File: src/rtl/result_serializer_pkg.sv
`default_nettype none
// ============================================================================
// Module      : result_serializer_pkg
// Description : Shared types and helpers for the result serializer: FSM state
//               enum, default accumulator width, transfer length helper.
//               Build macro: RESULT_SATURATE_EN (one clamped byte per result
//               instead of two sign-extended bytes).
// Revision    : 1.0 - initial release
// ============================================================================
package result_serializer_pkg;

  localparam int ACC_WIDTH_DEFAULT = 16;

`ifdef RESULT_SATURATE_EN
  localparam bit SAT_MODE = 1'b1;
`else
  localparam bit SAT_MODE = 1'b0;
`endif

  typedef enum logic [0:0] {
    ST_IDLE  = 1'b0,
    ST_DRAIN = 1'b1
  } state_e;

  // Bytes emitted per transfer: one per slice when clamping, two otherwise.
  function automatic int bytes_per_transfer(input int slices, input bit sat_mode);
    return sat_mode ? slices : 2 * slices;
  endfunction

endpackage
`default_nettype wire

File: src/rtl/result_serializer_if.sv
`default_nettype none
// ============================================================================
// Module      : result_serializer_if
// Description : Bus between the compute slices (master) and the serializer
//               (slave).
//   ena        : advance enable, all serializer state holds while low
//   acc_in     : packed results, slice 0 in the LSBs
//   acc_valid  : one-cycle capture request
//   data_out   : registered output byte
//   data_valid : data_out holds a valid byte
//   busy       : transfer draining
//   overrun    : sticky, a capture request was dropped
// Revision    : 1.0 - initial release
// ============================================================================
interface result_serializer_if
  import result_serializer_pkg::*;
#(
  parameter int COMPUTE_SLICES = 4,
  parameter int ACC_WIDTH      = ACC_WIDTH_DEFAULT
);

  logic                                ena;
  logic [COMPUTE_SLICES*ACC_WIDTH-1:0] acc_in;
  logic                                acc_valid;
  logic [7:0]                          data_out;
  logic                                data_valid;
  logic                                busy;
  logic                                overrun;

  modport master (
    output ena, acc_in, acc_valid,
    input  data_out, data_valid, busy, overrun
  );

  modport slave (
    input  ena, acc_in, acc_valid,
    output data_out, data_valid, busy, overrun
  );

endinterface
`default_nettype wire

File: src/rtl/sat_int8.sv
`default_nettype none
// ============================================================================
// Module      : sat_int8
// Description : Combinational clamp of a signed ACC_WIDTH value to the signed
//               8-bit range [-128, 127].
//   acc_in  : signed input value
//   sat_out : clamped two's-complement byte
// Revision    : 1.0 - initial release
// ============================================================================
module sat_int8 #(
  parameter int ACC_WIDTH = 16
) (
  input  logic signed [ACC_WIDTH-1:0] acc_in,
  output logic        [7:0]           sat_out
);

  if (ACC_WIDTH <= 8) begin : g_narrow
    // Already inside the byte range; just sign-extend.
    assign sat_out = 8'(acc_in);
  end else begin : g_wide
    localparam logic signed [ACC_WIDTH-1:0] MAX_V = ACC_WIDTH'(127);
    localparam logic signed [ACC_WIDTH-1:0] MIN_V = ACC_WIDTH'(-128);

    always_comb begin
      if (acc_in > MAX_V) begin
        sat_out = 8'h7F;
      end else if (acc_in < MIN_V) begin
        sat_out = 8'h80;
      end else begin
        sat_out = acc_in[7:0];
      end
    end
  end

endmodule
`default_nettype wire

File: src/rtl/result_serializer.sv
`default_nettype none
// ============================================================================
// Module      : result_serializer
// Description : Captures COMPUTE_SLICES signed accumulator results in one
//               cycle and drains them as a byte stream, slice 0 first.
//               Full-width build: two bytes per result (low byte first),
//               sign-extended to 16 bits. With RESULT_SATURATE_EN defined:
//               one byte per result, clamped to [-128, 127].
//   clk   : clock, rising edge
//   rst_n : asynchronous active-low reset
//   bus   : result_serializer_if.slave (ena, acc_in, acc_valid in;
//           data_out, data_valid, busy, overrun out)
// Revision    : 1.0 - initial release
// ============================================================================
module result_serializer
  import result_serializer_pkg::*;
#(
  parameter int COMPUTE_SLICES = 4,
  parameter int ACC_WIDTH      = ACC_WIDTH_DEFAULT
) (
  input  logic               clk,
  input  logic               rst_n,
  result_serializer_if.slave bus
);

  localparam int NUM_BYTES = bytes_per_transfer(COMPUTE_SLICES, SAT_MODE);
  localparam int CNT_W     = (NUM_BYTES > 1) ? $clog2(NUM_BYTES) : 1;
  localparam int DATA_W    = COMPUTE_SLICES * ACC_WIDTH;
  localparam logic [CNT_W-1:0] LAST_IDX = CNT_W'(NUM_BYTES - 1);

  state_e            state_q,      state_d;
  logic [CNT_W-1:0]  cnt_q,        cnt_d;
  logic [DATA_W-1:0] data_q,       data_d;
  logic [7:0]        data_out_q,   data_out_d;
  logic              data_valid_q, data_valid_d;
  logic              busy_q,       busy_d;
  logic              overrun_q,    overrun_d;

  logic                       at_last;
  logic                       capture;
  logic [DATA_W-1:0]          byte_src;
  logic [CNT_W-1:0]           byte_idx;
  logic [NUM_BYTES-1:0][7:0]  byte_lane;

  // A new transfer is accepted from IDLE or while the last byte is on the
  // output, which gives gapless back-to-back transfers.
  assign at_last = (state_q == ST_DRAIN) && (cnt_q == LAST_IDX);
  assign capture = bus.ena && bus.acc_valid && ((state_q == ST_IDLE) || at_last);

  // One byte-lane network serves both the capture (byte 0 straight from
  // acc_in) and the drain (next byte from the held copy).
  assign byte_src = capture ? bus.acc_in : data_q;
  assign byte_idx = capture ? '0 : cnt_q + CNT_W'(1);

  for (genvar s = 0; s < COMPUTE_SLICES; s++) begin : g_slice
    logic signed [ACC_WIDTH-1:0] res;
    assign res = byte_src[s*ACC_WIDTH +: ACC_WIDTH];
`ifdef RESULT_SATURATE_EN
    sat_int8 #(
      .ACC_WIDTH (ACC_WIDTH)
    ) u_sat (
      .acc_in  (res),
      .sat_out (byte_lane[s])
    );
`else
    logic signed [15:0] res_ext;
    assign res_ext          = 16'(res);
    assign byte_lane[2*s]   = res_ext[7:0];
    assign byte_lane[2*s+1] = res_ext[15:8];
`endif
  end

  always_comb begin
    state_d      = state_q;
    cnt_d        = cnt_q;
    data_d       = data_q;
    data_out_d   = data_out_q;
    data_valid_d = data_valid_q;
    busy_d       = busy_q;
    overrun_d    = overrun_q;

    if (bus.ena) begin
      if (capture) begin
        state_d      = ST_DRAIN;
        cnt_d        = '0;
        data_d       = bus.acc_in;
        data_out_d   = byte_lane[byte_idx];
        data_valid_d = 1'b1;
        busy_d       = 1'b1;
      end else if (state_q == ST_DRAIN) begin
        if (at_last) begin
          // data_out keeps the last byte while idle.
          state_d      = ST_IDLE;
          cnt_d        = '0;
          data_valid_d = 1'b0;
          busy_d       = 1'b0;
        end else begin
          cnt_d      = byte_idx;
          data_out_d = byte_lane[byte_idx];
          if (bus.acc_valid) begin
            overrun_d = 1'b1;
          end
        end
      end
    end
  end

  always_ff @(posedge clk or negedge rst_n) begin
    if (!rst_n) begin
      state_q      <= ST_IDLE;
      cnt_q        <= '0;
      data_q       <= '0;
      data_out_q   <= 8'h00;
      data_valid_q <= 1'b0;
      busy_q       <= 1'b0;
      overrun_q    <= 1'b0;
    end else begin
      state_q      <= state_d;
      cnt_q        <= cnt_d;
      data_q       <= data_d;
      data_out_q   <= data_out_d;
      data_valid_q <= data_valid_d;
      busy_q       <= busy_d;
      overrun_q    <= overrun_d;
    end
  end

  assign bus.data_out   = data_out_q;
  assign bus.data_valid = data_valid_q;
  assign bus.busy       = busy_q;
  assign bus.overrun    = overrun_q;

endmodule
`default_nettype wire
File: src/flat_wrapper.sv
// flat-port wrapper written by rule: the top's interface ports become plain ports
module result_serializer_flat import result_serializer_pkg::*;
#(
  parameter int COMPUTE_SLICES = 4,
  parameter int ACC_WIDTH      = ACC_WIDTH_DEFAULT
)
  (clk, rst_n, bus_ena, bus_acc_in, bus_acc_valid, bus_data_out, bus_data_valid, bus_busy, bus_overrun);
  result_serializer_if #(.COMPUTE_SLICES(COMPUTE_SLICES), .ACC_WIDTH(ACC_WIDTH)) bus_i ();
  input  logic clk;
  input  logic rst_n;
  input wire logic [$bits(bus_i.ena)-1:0] bus_ena;
  input wire logic [$bits(bus_i.acc_in)-1:0] bus_acc_in;
  input wire logic [$bits(bus_i.acc_valid)-1:0] bus_acc_valid;
  output wire logic [$bits(bus_i.data_out)-1:0] bus_data_out;
  output wire logic [$bits(bus_i.data_valid)-1:0] bus_data_valid;
  output wire logic [$bits(bus_i.busy)-1:0] bus_busy;
  output wire logic [$bits(bus_i.overrun)-1:0] bus_overrun;
  assign bus_i.ena = bus_ena;
  assign bus_i.acc_in = bus_acc_in;
  assign bus_i.acc_valid = bus_acc_valid;
  assign bus_data_out = bus_i.data_out;
  assign bus_data_valid = bus_i.data_valid;
  assign bus_busy = bus_i.busy;
  assign bus_overrun = bus_i.overrun;
  result_serializer #(.COMPUTE_SLICES(COMPUTE_SLICES), .ACC_WIDTH(ACC_WIDTH)) u_core (.clk(clk), .rst_n(rst_n), .bus(bus_i));
endmodule
File: config.mk
export PLATFORM = sky130hd
export DESIGN_NAME = result_serializer_flat
export DESIGN_NICKNAME = d
export VERILOG_FILES = /design/src/rtl/result_serializer_pkg.sv /design/src/rtl/result_serializer_if.sv /design/src/rtl/sat_int8.sv /design/src/rtl/result_serializer.sv /design/src/flat_wrapper.sv
export SDC_FILE = /design/constraint.sdc
export NUM_CORES = 1
export LEC_CHECK = 0
export ABC_AREA = 1
export CAP_MARGIN = 10
export CELL_PAD_IN_SITES_DETAIL_PLACEMENT = 1
export CELL_PAD_IN_SITES_GLOBAL_PLACEMENT = 1
export CORE_ASPECT_RATIO = 1.5
export CORE_MARGIN = 4
export CORE_UTILIZATION = 40
export CTS_CLUSTER_SIZE = 20
export DETAILED_ROUTE_END_ITERATION = 10
export GPL_TIMING_DRIVEN = 0
export PLACE_DENSITY = 0.83
export SETUP_SLACK_MARGIN = 0.1
export SKIP_CTS_REPAIR_TIMING = 1
export SYNTH_ARGS = -nofsm -noshare
export SYNTH_HDL_FRONTEND = slang
export SYNTH_SLANG_ARGS = --single-unit
File: constraint.sdc
create_clock -name clk -period 2.8 [get_ports clk]
set_clock_uncertainty 0.15 [all_clocks]
set_input_delay 0.56 -clock clk [delete_from_list [all_inputs] [get_ports clk]]
set_output_delay 0.56 -clock clk [all_outputs]
set_load 0.03 [all_outputs]
# Word-level counts from Yosys, hierarchy flattened
# Cells that the tools add are included.
# totals
register_bits,78
input_bits,68
elab_cells,39
# op_classes
add_sub_neg,1
n_lt_le_gt_ge,1
n_eq_ne,2
n_mux,16
bitwise_logic,3
reduce_logical,10
# op_table
op,n
two-way mux 64 bit,1
two-way mux 8 bit,4
binary-select mux 8 bit (select 3 bit),1
two-way mux 3 bit,4
two-way mux 1 bit,6
AND reduction 3 bit,2
AND reduction 5 bit,1
less-than comparator 3 x 4 -> 1 bit (second input constant),1
nonzero test 2 bit,2
adder 3 x 1 -> 3 bit (second input constant),1
equality test 3 bit (second input constant),1
logical AND 1 bit,3
inverter 1 bit,3
!= test 2 bit (second input constant),1
AND reduction 2 bit,1
logical OR 1 bit,1

# Logic depth before layout (Yosys ltp)
# Gate-level depths: netlist (run 1).
# depth
ltp_word,10
ltp_mapped,13
depth_no_buf,12

# Worst setup path after synthesis (run 1)
# Ideal clock, no wire load.
# synth_timing
path_type,reg-to-reg
startpoint,reg u_core.cnt_q[0]
endpoint,reg u_core.data_out_q[3] (netlist: u_core.bus.data_out[3])
setup_time_ps,118
arrival_ps,1599
t_required_ps,2532
slack_ps,934
stages_incl_launch_ff,14
n_path_buf,1
path_cell_list,dfrtp_1 -> ha_1 -> ha_1 -> inv_2 -> nand2_2 -> nand2_4 -> buf_4 -> nand3_1 -> nand2_1 -> clkinv_1 -> nand2_1 -> nand3_1 -> nand3_1 -> nand2_1
# synth_via
elab_chain_cells,10
word_cells_on_any_way,15
classes_between,add/sub: 1; eq/ne: 2; mux: 7; reduce/logical: 5
# synth_rtl
item,line_no,source
"start, declared",result_serializer.sv:32,"logic [CNT_W-1:0] cnt_q, cnt_d;"
"start signal, assigned",result_serializer.sv:119,cnt_q <= cnt_d;
"parallel branches: the longest is 10 deep, another holds adder 3 x 1 -> 3 bit",n/a,
"end signal, assigned",result_serializer.sv:121,data_out_q <= data_out_d;
"end, declared",result_serializer.sv:34,"logic [7:0] data_out_q, data_out_d;"
# Parallel ways; which one is timed is not known. The select of a mux whose other input is x is not followed.
# A chain may end at the register's enable or synchronous reset.

# Worst setup path in the final report (run 1)
# layout_timing
startpoint,reg u_core.cnt_q[0]
endpoint,reg u_core.data_out_q[7] (netlist: u_core.bus.data_out[7])
# The elaborated chain is that of the path after synthesis.

==> qor.txt, run 1 <==
outcome: completed
Synth Net Count: 568
clk slew on worst S/H paths: 0.06 ns
H-tree Lvls: 3
largest net degree at the start of global routing: 62
port bufs: 78
CTS Root Cell: clkbuf_16
Synth top area share: 50.9%
Least-Margin Pin Slew: 0.436 ns
initial antenna violation count: 0
synthesized flop and latch total: 78
Max clock buf depth: 2
synthesis warning total: 0
CTS tree: yes
CP max stage delay: 0.39 ns
Die Height: 128 um
syn_area_per_cell: 7.70 um^2
vias in the first global route: 3,913
Die ar.: 11,200 um^2
Slew HR: 70.9%
post-synth cell types: 21
sequential-to-total area share from yosys stat: 50.9%
Initial Util: 41.2%
Util after Layout: 54.3%
Area after DPL: 4780 um^2
layout cell share with drive strength beyond 1: 8.78%
# IOs: 79
worst skew pair latency: 0.34 ns
gr ovfl total: 0
area leader, netlist: dfrtp_1
Area growth syn-to-layout: 31.8%
Top delay family on crit path: simple AND/OR/NAND/NOR gates
final hold slack: 0.319 ns
drt wl/cell: 16.6 um
CP Data Arrival Time: 2.32 ns
most frequent cells in the layout: nand2_1 (199), nand3_1 (89), dfrtp_1 (78)
Min-Delay Path Class: reg -> reg
Final Instance Area: 5050 um^2
CP max stage cell: dfrtp_1
drt initial violations: 218
Slew Limit Fails: 0
R2R Setup Slk: 0.55 ns
Pre-Repair DR Iteration Count: 4
CP Launch Type: register
CP Capture Type: register
Final Worst Setup Slack: 0.549 ns
Setup Viol. Count Final: 0
worst slack at placement: 0.275 ns
Pwr Density: 937 nW/um^2
unrepaired setup endpoints after global routing: false
WP depth: 10
GPL Wtd Cong: 0.894
DIE WIDTH: 87.9 um
Ant. Diodes: 0
Period minus WS final: 2.25 ns
FF-to-FF Start: u_core.cnt_q[0]$_DFFE_PN0P_
Core ar.: 9310 um^2
remaining antenna violation count: 0
clock sinks: 78
Final Cycle Share: 80.4%
final WL: 11,700 um
Req. time, crit path: 2.87 ns
Buf/Inv on CP: 2
crit path from: u_core.cnt_q[0]$_DFFE_PN0P_
Post-Syn Area: 3830 um^2
Max rail drop VDD: 0.449 mV
cell count of the worst reg-to-reg path: 10
Setup CP Type: reg -> reg
Max-cap violations: 0
most common cell after layout, fill and taps aside: nand2_1
Final TNS setup: 0 ns
number of vias per cell: 5.10
All-Layer GR Usage: 22.3%
CP cell instances: ha_1, ha_1, inv_2, nand2_2, nand2_4, nand2_2, inv_1, nand3_1, nand3_1, nand2_1
Max FO, Critical Path: 10
Static Leakage: 2.57 nW
post-layout net count: 659
synth top area cells: dfrtp_1 (51%), nand2_1 (19%), nand3_1 (12%)
# rows: 43
end of the critical path: u_core.bus.data_out[7]$_DFFE_PN0P_
first-pass GRT wire length: 19,300 um
endpoints failing hold: 0
Post-Synthesis Cells: 498
Inserted Clock Buffers: 9
hpwl dp: 9230 um
via count: 3,592
Reg2Reg Capture Point: u_core.bus.data_out[7]$_DFFE_PN0P_
DRC: 0
FMAX: 444 MHz
synthesized netlist by cell type:
master    count
a21oi_1       1
a21oi_2       4
buf_2         9
buf_4        11
buf_6         2
clkbuf_1      2
clkinv_1     10
dfrtp_1      78
ha_1          2
inv_1        37
inv_2         3
inv_4         1
nand2_1     199
nand2_2       3
nand2_4       3
nand3_1      89
nor2_1       10
o211ai_1      4
o21ai_0      28
o21bai_1      1
o22ai_1       1
registers in the layout, indices dropped and copies added, names as in the netlist:
name                   flops
u_core.bus.data_out        8
u_core.cnt_q               3
u_core.state_q             1
u_core.bus.overrun         1
u_core.data_q             64
u_core.bus.data_valid      1
per-stage QoR:
stage | cells | power [mW]
6_report | 704 | 4.73
5_1_grt | 704 | 5.09
4_1_cts | 703 | 4.78
3_5_place_dp | 689 | 3.71
3_3_place_gp | 688 | 3.60
2_1_floorplan | 498 | 2.96
power by group:
part           internal (mW)  switching [mW]  total (mW)
sequential              1.48           0.143        1.62
combinational          0.774            1.29        2.06
clock                  0.610           0.437        1.05
worst min-delay path, stage by stage, from the launching register on:
cell and delay, ns:
dfrtp_1 0.32, nand2_1 0.06, nand2_1 0.05
worst min-delay path by stage:
| stage | startpoint | end | slack (ns) | cells after the start |
|---|---|---|---|---|
| after floorplan | rst_n | u_core.bus.data_out[0]$_DFFE_PN0P_ | 0.11 | 0 |
| after global placement | u_core.data_q[51]$_DFFE_PN0P_ | u_core.data_q[51]$_DFFE_PN0P_ | 0.30 | 2 |
| after detailed placement | rst_n | u_core.data_q[18]$_DFFE_PN0P_ | 0.30 | 1 |
| after CTS | rst_n | u_core.data_q[18]$_DFFE_PN0P_ | -0.05 | 1 |
| after global routing | u_core.bus.data_out[1]$_DFFE_PN0P_ | u_core.bus.data_out[1]$_DFFE_PN0P_ | 0.34 | 2 |
| final | u_core.data_q[49]$_DFFE_PN0P_ | u_core.data_q[49]$_DFFE_PN0P_ | 0.32 | 2 |
layout make-up:
| cell class | instances | area, um^2 |
|---|---|---|
| Buffer | 24 | 158 |
| Clock buffer | 10 | 239 |
| Clock inverter | 4 | 25.0 |
| Fill cell | 1159 | 4250 |
| Inverter | 51 | 194 |
| Multi-Input combinational cell | 345 | 1530 |
| Sequential cell | 78 | 1950 |
| Tap cell | 112 | 140 |
| Timing Repair Buffer | 80 | 816 |
logic make-up after synthesis:
group / Yosys count / synth area share [%]
flip-flops: 78 / 50.9
AND/OR/NAND/NOR: 304 / 33.4
AO/OA/AOI/OAI: 39 / 5.84
adder cells (fa/ha/maj): 2 / 0.652
buffers and inverters: 75 / 9.17
routing by layer:
layer,wire [um],track usage (%),up-vias
li1,-,-,1743
met4,384,9.67,0
met2,6170,39.0,86
met5,0,0,-
met1,4670,26.7,1733
met3,486,3.28,30
Power figures use the tool's default switching activity.
==> run 2, diff against run 1 <==
--- a/config.mk
+++ b/config.mk
@@ -11,11 +11,11 @@
 export CELL_PAD_IN_SITES_GLOBAL_PLACEMENT = 1
 export CORE_ASPECT_RATIO = 1.5
 export CORE_MARGIN = 4
-export CORE_UTILIZATION = 40
+export CORE_UTILIZATION = 34
 export CTS_CLUSTER_SIZE = 20
 export DETAILED_ROUTE_END_ITERATION = 10
 export GPL_TIMING_DRIVEN = 0
-export PLACE_DENSITY = 0.83
+export PLACE_DENSITY = 0.75
 export SETUP_SLACK_MARGIN = 0.1
 export SKIP_CTS_REPAIR_TIMING = 1
 export SYNTH_ARGS = -nofsm -noshare
==> constraint.sdc (replaced) <==
create_clock -name clk -period 1.9 [get_ports clk]
set_clock_uncertainty 0.15 [all_clocks]
set_input_delay 0.38 -clock clk [delete_from_list [all_inputs] [get_ports clk]]
set_output_delay 0.38 -clock clk [all_outputs]
set_load 0.03 [all_outputs]
==> run 2 against run 1 <==
Net effect: the run now ends with negative setup slack left; sequential cell count did not move; first-iteration DRC count decreased by 9.2%; combinational power up 81%; worst setup slack worse by 0.70 ns; critical path type unchanged; critical path depth is 3 higher; worst hold slack lost 0.034 ns; final area up 10%; critical endpoint is now u_core.bus.data_out[3]$_DFFE_PN0P_.
==> qor.txt, run 2 (synthesis gave the netlist of run 1 again) <==
Reg power frac: 30.2% (-4.1 points)
max reg flops: 64 (unchanged)
first-pass GRT wire length: 19,600 um (+1.5%)
Final Instance Area: 5580 um^2 (+10%)
clk slew on worst S/H paths: 0.06 ns (about the same)
CP max stage delay: 0.42 ns (+0.03 ns)
Reg2Reg Capture Point: u_core.bus.data_out[3]$_DFFE_PN0P_
CTS Root Cell: clkbuf_16
Least-Margin Pin Slew: 0.383 ns (-0.0529 ns)
Setup CP Type: reg -> reg
Power, Total: 7.96 mW (+68%)
logic gate share of total power: 46.7% (+3.1 points)
Pre-Repair DR Iteration Count: 6 (+2)
Initial Util: 34.7% (-6.5 points)
outcome: finished, violations left
Fillers: 1,374 (+19%)
CP cell instances: ha_4, ha_4, inv_4, nand2_8, nand2_8, nand2_8, buf_6, nand2_1, clkinv_1, nand2_2, nand3_2, nand3_2, nand2_1
All-Layer GR Usage: 19.4% (-2.9 points)
drt initial violations: 198 (-9.2%)
Slew HR: 74.2% (+3.3 points)
gr ovfl total: 0 (unchanged)
number of vias per cell: 4.93 (-3.4%)
most frequent cells in the layout: nand2_1 (189), dfrtp_1 (78), nand3_1 (75)
# rows: 47 (+9.3%)
unrepaired setup endpoints after global routing: true
layout cell share with drive strength beyond 1: 17.2% (+8.5 points)
remaining antenna violation count: 0 (unchanged)
CP Capture Type: register
Pwr Density: 1430 nW/um^2 (+52%)
final hold slack: 0.285 ns (-0.0341 ns)
cell count of the worst reg-to-reg path: 13 (+3)
FMAX: 488 MHz (+9.8%)
Pint: 4.76 mW (+66%)
dpl cells: 724 (+5.1%)
port bufs: 78 (unchanged)
Setup Viol. Count Final: 8 (+8)
via count: 3,696 (+2.9%)
endpoints failing hold: 0 (unchanged)
Period minus WS final: 2.05 ns (-0.201 ns)
failing checks: negative setup slack
Die ar.: 13,100 um^2 (+16%)
Core ar.: 11,100 um^2 (+19%)
CP Data Arrival Time: 2.14 ns (-0.18 ns)
most flop-heavy register: u_core.data_q
Psw: 3.20 mW (+71%)
Max clock buf depth: 2 (unchanged)
final std cells w/o fill: 750 (+6.5%)
final WL: 13,200 um (+13%)
CP max stage cell: dfrtp_1
FF-to-FF Start: u_core.cnt_q[1]$_DFFE_PN0P_
Area after DPL: 4850 um^2 (+1.5%)
clock sinks: 78 (unchanged)
initial antenna violation count: 0 (unchanged)
worst slack at placement: -0.468 ns (-0.744 ns)
Req. time, crit path: 1.99 ns (-0.88 ns)
hpwl dp: 9240 um (about the same)
Die Height: 138 um (+7.9%)
worst skew pair latency: 0.34 ns (about the same)
# IOs: 79 (unchanged)
Slew Limit Fails: 0 (unchanged)
Final Worst Setup Slack: -0.150 ns (-0.699 ns)
Area growth syn-to-layout: 45.5%
Ant. Diodes: 0 (unchanged)
most common cell after layout, fill and taps aside: nand2_1
footprint of the multi-input gates: 1740 um^2 (+13%)
Final Cycle Share: 108% (+27 points)
Min-Delay Path Class: in -> async
sw frac: 40.2% (+0.68 points)
H-tree Lvls: 3 (unchanged)
DIE WIDTH: 94.7 um (+7.7%)
vias in the first global route: 3,909 (-0.10%)
largest net degree at the start of global routing: 67 (+8.1%)
CP Launch Type: register
R2R Setup Slk: -0.15 ns (-0.70 ns)
Seq. cell area: 1950 um^2 (unchanged)
Max rail drop VDD: 0.605 mV (+35%)
Most common cell on crit path: nand2_8
Max FO, Critical Path: 8 (-2)
drt wl/cell: 17.6 um (+5.8%)
DRC: 0 (unchanged)
Clock Power Share: 23.1% (+1.0 points)
CTS tree: yes
Max-cap violations: 0 (unchanged)
GPL Wtd Cong: 0.868 (-2.9%)
Static Leakage: 2.87 nW (+12%)
post-layout net count: 668 (+1.4%)
Inserted Clock Buffers: 9 (unchanged)
-- run 2: changes by cell type in the layout (fill, tap and decap cells not counted), moves of 9 or more --
cell             change
nand3_2             +13
o21ai_0             -13
o21ai_1             +13
nand2_1             -10
nand3_1             -14
buf_6                +9
clkdlybuf4s50_1     -11
dlymetal6s2s_1      +11
-- run 2: stage by stage --
step / utilization (%) / setup TNS, ns
2_1_floorplan: - / 0
3_3_place_gp: 43.7 / -204.49
3_5_place_dp: 43.9 / -14.83
4_1_cts: 46.8 / -4.56
5_1_grt: 50.5 / -1.73
6_report: 50.5 / -0.920
-- run 2: final cells by class --
class	count	area share, %
repair inverters	1	0.0897
plain buffers	24	4.26
inverters	51	3.75
clock inverters	3	0.718
repair buffers	87	16.8
flip-flops and latches	78	35.0
well taps	147	3.30
multi-input cells	346	31.1
clock buffers	13	5.02
-- run 2: routing by layer --
layer  GRT usage (%)  part of all wire (%)  vias to the layer above
met4            8.52                   2.3                        0
met3            2.50                   4.0                       27
met2            33.8                    54                       92
met1            23.4                    40                     1804
li1                -                     -                     1773
met5               0                     0                        -
-- run 2: worst max-delay path by stage --
stage / cells after the start / slack (ns) / startpoint / to
2_1_floorplan: 13 / 0.11 / u_core.cnt_q[0]$_DFFE_PN0P_ / u_core.bus.data_out[2]$_DFFE_PN0P_
3_3_place_gp: 1 / -2.46 / rst_n / u_core.data_q[42]$_DFFE_PN0P_
3_5_place_dp: 6 / -0.47 / bus_ena / u_core.data_q[8]$_DFFE_PN0P_
4_1_cts: 13 / -0.26 / u_core.cnt_q[0]$_DFFE_PN0P_ / u_core.bus.data_out[6]$_DFFE_PN0P_
5_1_grt: 12 / -0.24 / u_core.cnt_q[1]$_DFFE_PN0P_ / u_core.bus.data_out[1]$_DFFE_PN0P_
6_report: 13 / -0.15 / u_core.cnt_q[1]$_DFFE_PN0P_ / u_core.bus.data_out[3]$_DFFE_PN0P_
-- run 2: power groups by stage --
stage	clock network [mW]	logic [mW]	registers, mW
after floorplan	0	1.85	2.53
after detailed placement	0	3.05	2.42
after CTS	1.86	3.08	2.40
after global placement	0	2.96	2.39
final	1.84	3.72	2.40
after global routing	1.94	4.06	2.46
-- run 2: worst max-delay path, delay by kind of cell (launching register included) --
family	cells	cell delay (ns)
AND/OR/NAND/NOR	8	0.71
flip-flops	1	0.42
adder cells (fa/ha/maj)	2	0.36
buffers and inverters	3	0.28
